--- src/rtl/bip2_fetch.sv ---
// rtl/bip2_fetch.sv - BIP-2 instruction fetch stage (PC, IR, branch/stall, HLT freeze)
// Optional HLT detection and HALTED state are built when BIP2_FETCH_HALT_DETECT_EN is defined.
module bip2_fetch #(
  parameter int ADDR_W = 11,
  parameter int DATA_W = 16,
  parameter int OPC_W  = 5
) (
  input  logic                    CLK_i,
  input  logic                    RST_i,
  output logic [ADDR_W-1:0]       ADDR_im_o,
  input  logic [DATA_W-1:0]       DATA_im_i,
  input  logic                    STALL_i,
  input  logic                    BRANCH_EN_i,
  input  logic [ADDR_W-1:0]       BRANCH_ADDR_i,
  output logic [DATA_W-1:0]       INSTR_o,
  output logic [OPC_W-1:0]        OPCODE_o,
  output logic [DATA_W-OPC_W-1:0] OPERAND_o,
  output logic [ADDR_W-1:0]       PC_o,
  output logic                    INSTR_VALID_o,
  output logic                    HALT_o
);

  logic [ADDR_W-1:0] pc_q, pc_n;
  logic [DATA_W-1:0] ir_q, ir_n;
  logic [ADDR_W-1:0] fpc_q, fpc_n;
  logic              valid_q, valid_n;

`ifdef BIP2_FETCH_HALT_DETECT_EN
  typedef enum logic {S_RUN, S_HALTED} state_t;
  state_t state_q, state_n;
  logic   hlt_fetch;

  // HLT is recognised from the ROM word being fetched, not from the IR.
  assign hlt_fetch = (DATA_im_i[DATA_W-1 -: OPC_W] == '0);

  always_ff @(posedge CLK_i) begin
    if (RST_i) begin
      state_q <= S_RUN;
    end else begin
      state_q <= state_n;
    end
  end

  always_comb begin
    pc_n    = pc_q;
    ir_n    = ir_q;
    fpc_n   = fpc_q;
    valid_n = valid_q;
    state_n = state_q;
    case (state_q)
      S_RUN: begin
        if (BRANCH_EN_i) begin
          pc_n    = BRANCH_ADDR_i;
          valid_n = 1'b0;
        end else if (!STALL_i) begin
          ir_n    = DATA_im_i;
          fpc_n   = pc_q;
          valid_n = 1'b1;
          if (hlt_fetch) begin
            state_n = S_HALTED;
          end else begin
            pc_n = pc_q + ADDR_W'(1);
          end
        end
      end
      S_HALTED: begin
        valid_n = 1'b0;
      end
      default: begin
        state_n = S_RUN;
      end
    endcase
  end

  assign HALT_o = (state_q == S_HALTED);
`else
  always_comb begin
    pc_n    = pc_q;
    ir_n    = ir_q;
    fpc_n   = fpc_q;
    valid_n = valid_q;
    if (BRANCH_EN_i) begin
      pc_n    = BRANCH_ADDR_i;
      valid_n = 1'b0;
    end else if (!STALL_i) begin
      ir_n    = DATA_im_i;
      fpc_n   = pc_q;
      valid_n = 1'b1;
      pc_n    = pc_q + ADDR_W'(1);
    end
  end

  assign HALT_o = 1'b0;
`endif

  always_ff @(posedge CLK_i) begin
    if (RST_i) begin
      pc_q    <= '0;
      ir_q    <= '0;
      fpc_q   <= '0;
      valid_q <= 1'b0;
    end else begin
      pc_q    <= pc_n;
      ir_q    <= ir_n;
      fpc_q   <= fpc_n;
      valid_q <= valid_n;
    end
  end

  assign ADDR_im_o     = pc_q;
  assign INSTR_o       = ir_q;
  assign OPCODE_o      = ir_q[DATA_W-1 -: OPC_W];
  assign OPERAND_o     = ir_q[DATA_W-OPC_W-1:0];
  assign PC_o          = fpc_q;
  assign INSTR_VALID_o = valid_q;

endmodule

--- config.mk ---
export PLATFORM = sky130hd
export DESIGN_NAME = bip2_fetch
export DESIGN_NICKNAME = d
export VERILOG_FILES = /design/src/rtl/bip2_fetch.sv
export SDC_FILE = /design/constraint.sdc
export NUM_CORES = 1
export LEC_CHECK = 0
export ABC_AREA = 0
export BUFFER_PORTS_ARGS = -buffer_cell sky130_fd_sc_hd__buf_2
export CAP_MARGIN = 20
export CORE_ASPECT_RATIO = 1.5
export CORE_UTILIZATION = 40
export CTS_CLUSTER_DIAMETER = 30
export DETAILED_ROUTE_END_ITERATION = 6
export GPL_TIMING_DRIVEN = 1
export PLACE_DENSITY = 0.82
export SLEW_MARGIN = 20
export SYNTH_ARGS = -nofsm -noshare
export SYNTH_HDL_FRONTEND = slang
export SYNTH_SLANG_ARGS = --single-unit
export TNS_END_PERCENT = 20
--- constraint.sdc ---
create_clock -name CLK_i -period 4.3 [get_ports CLK_i]
set_clock_uncertainty 0.15 [all_clocks]
set_input_delay 0.215 -clock CLK_i [delete_from_list [all_inputs] [get_ports CLK_i]]
set_output_delay 0.215 -clock CLK_i [all_outputs]
set_load 0.01 [all_outputs]
## After elaboration in Yosys (flattened, before gate mapping)

Index checks and enable logic that the tools add are counted.

| word-level totals | value |
|---|---|
| logic and storage cells | 12 |
| input bits | 31 |
| bits in registers | 39 |
| output and inout port bits | 56 |

| operators by class | value |
|---|---|
| eq/ne operators | 1 |
| muxes and demuxes | 2 |
| bitwise logic cells | 2 |
| add/subtract/negate cells | 1 |
| reductions and logical operators | 2 |

Operator list:

| kind | count |
|---|---|
| 11-bit two-way mux | 2 |
| 11-bit by 1-bit adder with 11-bit output (second input constant) | 1 |
| 2-bit by 1-bit != test with 1-bit output (second input constant) | 1 |
| 1-bit inverter | 2 |
| 2-bit AND reduction | 1 |
| 2-bit OR reduction | 1 |

## Depth between registers and ports, before layout

| depth | value |
|---|---|
| word-level depth | 3 |
| depth in mapped cells | 6 |
| gate-level depth less buffers | 4 |

## Worst setup path after synthesis

No wires, ideal clock.

| path | value |
|---|---|
| kind | reg2reg |
| start point | register pc_q[2], in the netlist ADDR_im_o[2] |
| end point | register pc_q[9], in the netlist ADDR_im_o[9] |
| data required time | 4.059 ns |
| period minus slack after synthesis | 1.630 ns |
| arrival | 1.389 ns |
| path buffers | 0 |
| setup time | 0.091 ns |
| stages on the path, launching flop included | 4 |
| slack | 2.670 ns |
| cells stage by stage | dfxtp_1 nand4b_4 or4_1 a311oi_1 |

| between the ends | value |
|---|---|
| word-level cells in the longest chain between the ends | 3 |

Ends and longest elaborated chain:

| what | RTL line | RTL |
|---|---|---|
| start: declaration | 23 | `logic [ADDR_W-1:0] pc_q, pc_n;` |
| start signal: assignment | 103 | `pc_q <= pc_n;` |
| 11-bit by 1-bit adder with 11-bit output | 89 | `pc_n = pc_q + ADDR_W'(1);` |
| 11-bit two-way mux | 85 | `end else if (!STALL_i) begin` |
| 11-bit two-way mux | 82 | `if (BRANCH_EN_i) begin` |

Every way passes these cells. The select of a mux whose other input is x is not followed.
A chain may end at the register's enable or synchronous reset.

## Worst setup path after layout

Ends and elaborated chain as after synthesis.

==> summary.md <==
| Metric | Value |
|---|---|
| Post-synth EDFFs | 0 |
| Num CTS Buffers | 5 |
| Synth Area in Compound Gates | approximately 16% |
| Mux cell area share after synthesis | 0.656% |
| Mean post-synth cell area | 8.09 sq um |
| Vias per cell | 5.07 |
| Row Count | 28 |
| Area contributors post-synth | dfxtp_1 46%, nand2_1 14%, a21oi_1 8.5%, buf_4 7.4%, a311oi_1 2.0% |
| Metal-1 WL | 1.51 mm |
| H-Tree Depth | 2 |
| Post-synth top area cell | dfxtp_1 |
| Final HPWL DP | 2.79 mm |
| Predominant post-synthesis flop cell | dfxtp_1 |
| Share of Yosys cell area claimed by the top area cell type | a little under half |
| First-pass GRT wire length | 6.27 mm |
| Sequential area share after synthesis | 45.5% |
| Final layout net count | 307 |
| Largest family of logic cells by synthesized area | simple AND/OR/NAND/NOR gates |
| Final core occ | 53.1% |
| P&R area growth vs syn | 24.8% |
| Clock power share | 38.1% |
| Average wire per standard cell | ~12 microns |
| Hold crit path type | primary input to flop |
| Placed Area | 2020 sq um |
| Crit path cell chain | nand4b_4 -> or4_1 -> a311oi_1 |
| CTS clk-pin slew, worst paths | ~0.08 ns |
| I/O Buffers | 85 |
| CP required | 4.36 ns |
| Part of the power in registers | 49.7% |
| Worst hold stages | 3 |
| Setup bufs post-CTS | 0 |
| Tmin final | between 1.5 and 2 ns |
| Fmax | ~0.58 GHz |
| Crit path kind | flop to flop |
| Most common library cells after synthesis | 62 x nand2_1, 39 x dfxtp_1, 29 x a21oi_1, 17 x buf_4, 8 x clkbuf_1 |
| Count of final hold-check violations | 0 |
| Residual DRC | 0 |
| Post-Syn Instances | 212 |
| Initial Util | between 40% and 50% |
| Net Switching | 206 uW |
| Largest net degree at the start of global routing | 42 |
| Root Buffer | clkbuf_8 |
| Slowest stage cell, crit path | or4_1 |
| Final instance area | 2140 sq um |
| Top-count cell post-synth | nand2_1 |
| Resize count post-CTS | 0 |
| Startpoint types | flop |
| Status | finished clean |
| Max IR drop VDD | 0.000324 V |
| Slowest stage delay, CP | approximately 0.54 ns |
| CP endpoint kind | flop |
| Hold buffers post-CTS | 0 |
| Post-Synth Simple-Gate Area | 24.9% |
| GRT overflow | 0 |
| Post-synth cell types | 37 |
| GPL Wtd Cong | 0.730 |
| Critical Path Fanout Max | 8 |
| R2r setup slk | 2.56 ns |
| IO Count | 87 |
| Total core area | 4030 sq um |
| Initial DRC count | 61 |
| Max-cap viol count | 0 |
| Top Metal Used | met4 |
| RSZ-0062 raised after global routing | no |
| R2R Path End | ADDR_im_o[9] |
| CTS Sinks | 39 |
| Adder-Cell Fraction of Synth Area | less than 1% |
| Fin worst setup slack | 2.56 ns |
| Worst Hold End | INSTR_o[7] |
| Pins Over Slew Limit | 0 |
| Share of cells above drive strength 1 | between 30% and 40% |
| Die area | between 4000 and 5000 sq um |
| CP arrival | about 1.8 ns |
| Tot GR Track Use | about 18% |
| Yosys warns | 0 |
| Post-Route WL | roughly 3.9 mm |
| Place WS | ~2.5 ns |
| Initial antenna violation count | 0 |
| DRT antenna net count | 0 |
| Drt pass-1 iters | 4 |
| CTS tree | built |
| Power Dens Cells | approximately 370 nW/um^2 |
| Part of the cycle the worst path needs | between 40% and 50% |
| # setup viols final | 0 |
| Die Height | 82.2 microns |
| Bufs on Longest Clock Path | 2 |
| Clk_lat worst skew | 0.29 ns |
| Internal power component | 594 uW |
| Sum Neg Setup Slack | 0 ns |
| Hold WS | 0.00495 ns |
| Met2 WL | 2.01 mm |
| Post-synthesis net count | 244 |
| Vias | 1,627 |
| Worst Reg2Reg Path Length in Cells | 3 |
| Reg-to-reg startpoint | ADDR_im_o[2] |
| Asr flop ratio synth | 0% |
| Hold path start | DATA_im_i[7] |
| Sw frac | between 20 and 30% |
| Worst-Margin Slew | 0.725 ns |
| Number of diodes | 0 |
| Xor/xnor share of the synthesized area | 1.02% |
| Vias in the first global route | 1,437 |
| Leakage power | between 0.001 and 0.0015 uW |
| Die W | 55.5 microns |
| Gate power share | roughly 12% |
| Post-Syn Area | 1720 sq um |
| Relative slew slack | between 50% and 60% |
| Met3 wire length | 262 microns |
| Yosys reg bits | 39 |
[per-stage QoR]
stage	total power, uW	cells
2_1_floorplan	467	212
3_3_place_gp	502	313
3_5_place_dp	504	313
4_1_cts	806	321
5_1_grt	833	321
6_report	800	321
[flip-flops by register name (all words and copies together), names as in the netlist]
name,flops
INSTR_o,16
PC_o,11
INSTR_VALID_o,1
ADDR_im_o,11
[worst max-delay path by stage]
stage                          to          from  slack [ns]
floorplan            ADDR_im_o[9]  ADDR_im_o[2]        2.67
global placement    ADDR_im_o[10]         RST_i        2.55
detailed placement  ADDR_im_o[10]         RST_i        2.52
CTS                  ADDR_im_o[9]  ADDR_im_o[2]        2.55
global route         ADDR_im_o[6]  ADDR_im_o[0]        2.43
finish               ADDR_im_o[9]  ADDR_im_o[2]        2.56
[layout by cell type, fill, tap and decap left out, types with 2 or more instances in the layout]
cell type and n:
buf_2 85, nand2_1 62, dfxtp_1 39, a21oi_1 29, nor2_1 6, clkbuf_8 5
o21ai_0 4, a311oi_1 4, a211oi_1 4, or4_1 3, or2_2 2, or3_2 2
inv_1 2, and4_1 2, xnor2_1 2, a31oi_1 2
[metal layers]
metal	up-vias	GRT usage, %
li1	828	-
met3	10	5.30
met4	0	12.0
met1	722	18.2
met5	-	0
met2	67	30.7
[logic make-up after synthesis]
| family | count (synthesis) |
|---|---|
| simple gates | 89 |
| compound gates | 47 |
| flops | 39 |
| buf+inv | 32 |
| xor+xnor | 2 |
| fa+ha+maj | 1 |
| other cells | 1 |
| mux | 1 |
[critical path: cells and delay by family (launching register included)]
family | cells | cell delay, ns
compound gates | 1 | 0.26
simple gates | 2 | 0.73
flops | 1 | 0.51
[layout make-up]
| class | instances | area (sq um) |
|---|---|---|
| Fill cell | 381 | 1890 |
| Sequential cell | 39 | 781 |
| Multi-Input combinational cell | 141 | 754 |
| Timing Repair Buffer | 85 | 425 |
| Clock buffer | 5 | 68.8 |
| Tap cell | 45 | 56.3 |
| Clock inverter | 3 | 43.8 |
| Inverter | 3 | 11.3 |
[power groups by stage]
stage                     combinational, uW  clock, uW  sequential (uW)
final                                  98.2        305              397
after global routing                    110        323              401
after CTS                              99.2        309              397
after detailed placement               98.9          0              406
after global placement                 96.7          0              405
after floorplan                        55.6          0              412
Power figures use the tool's default switching activity.
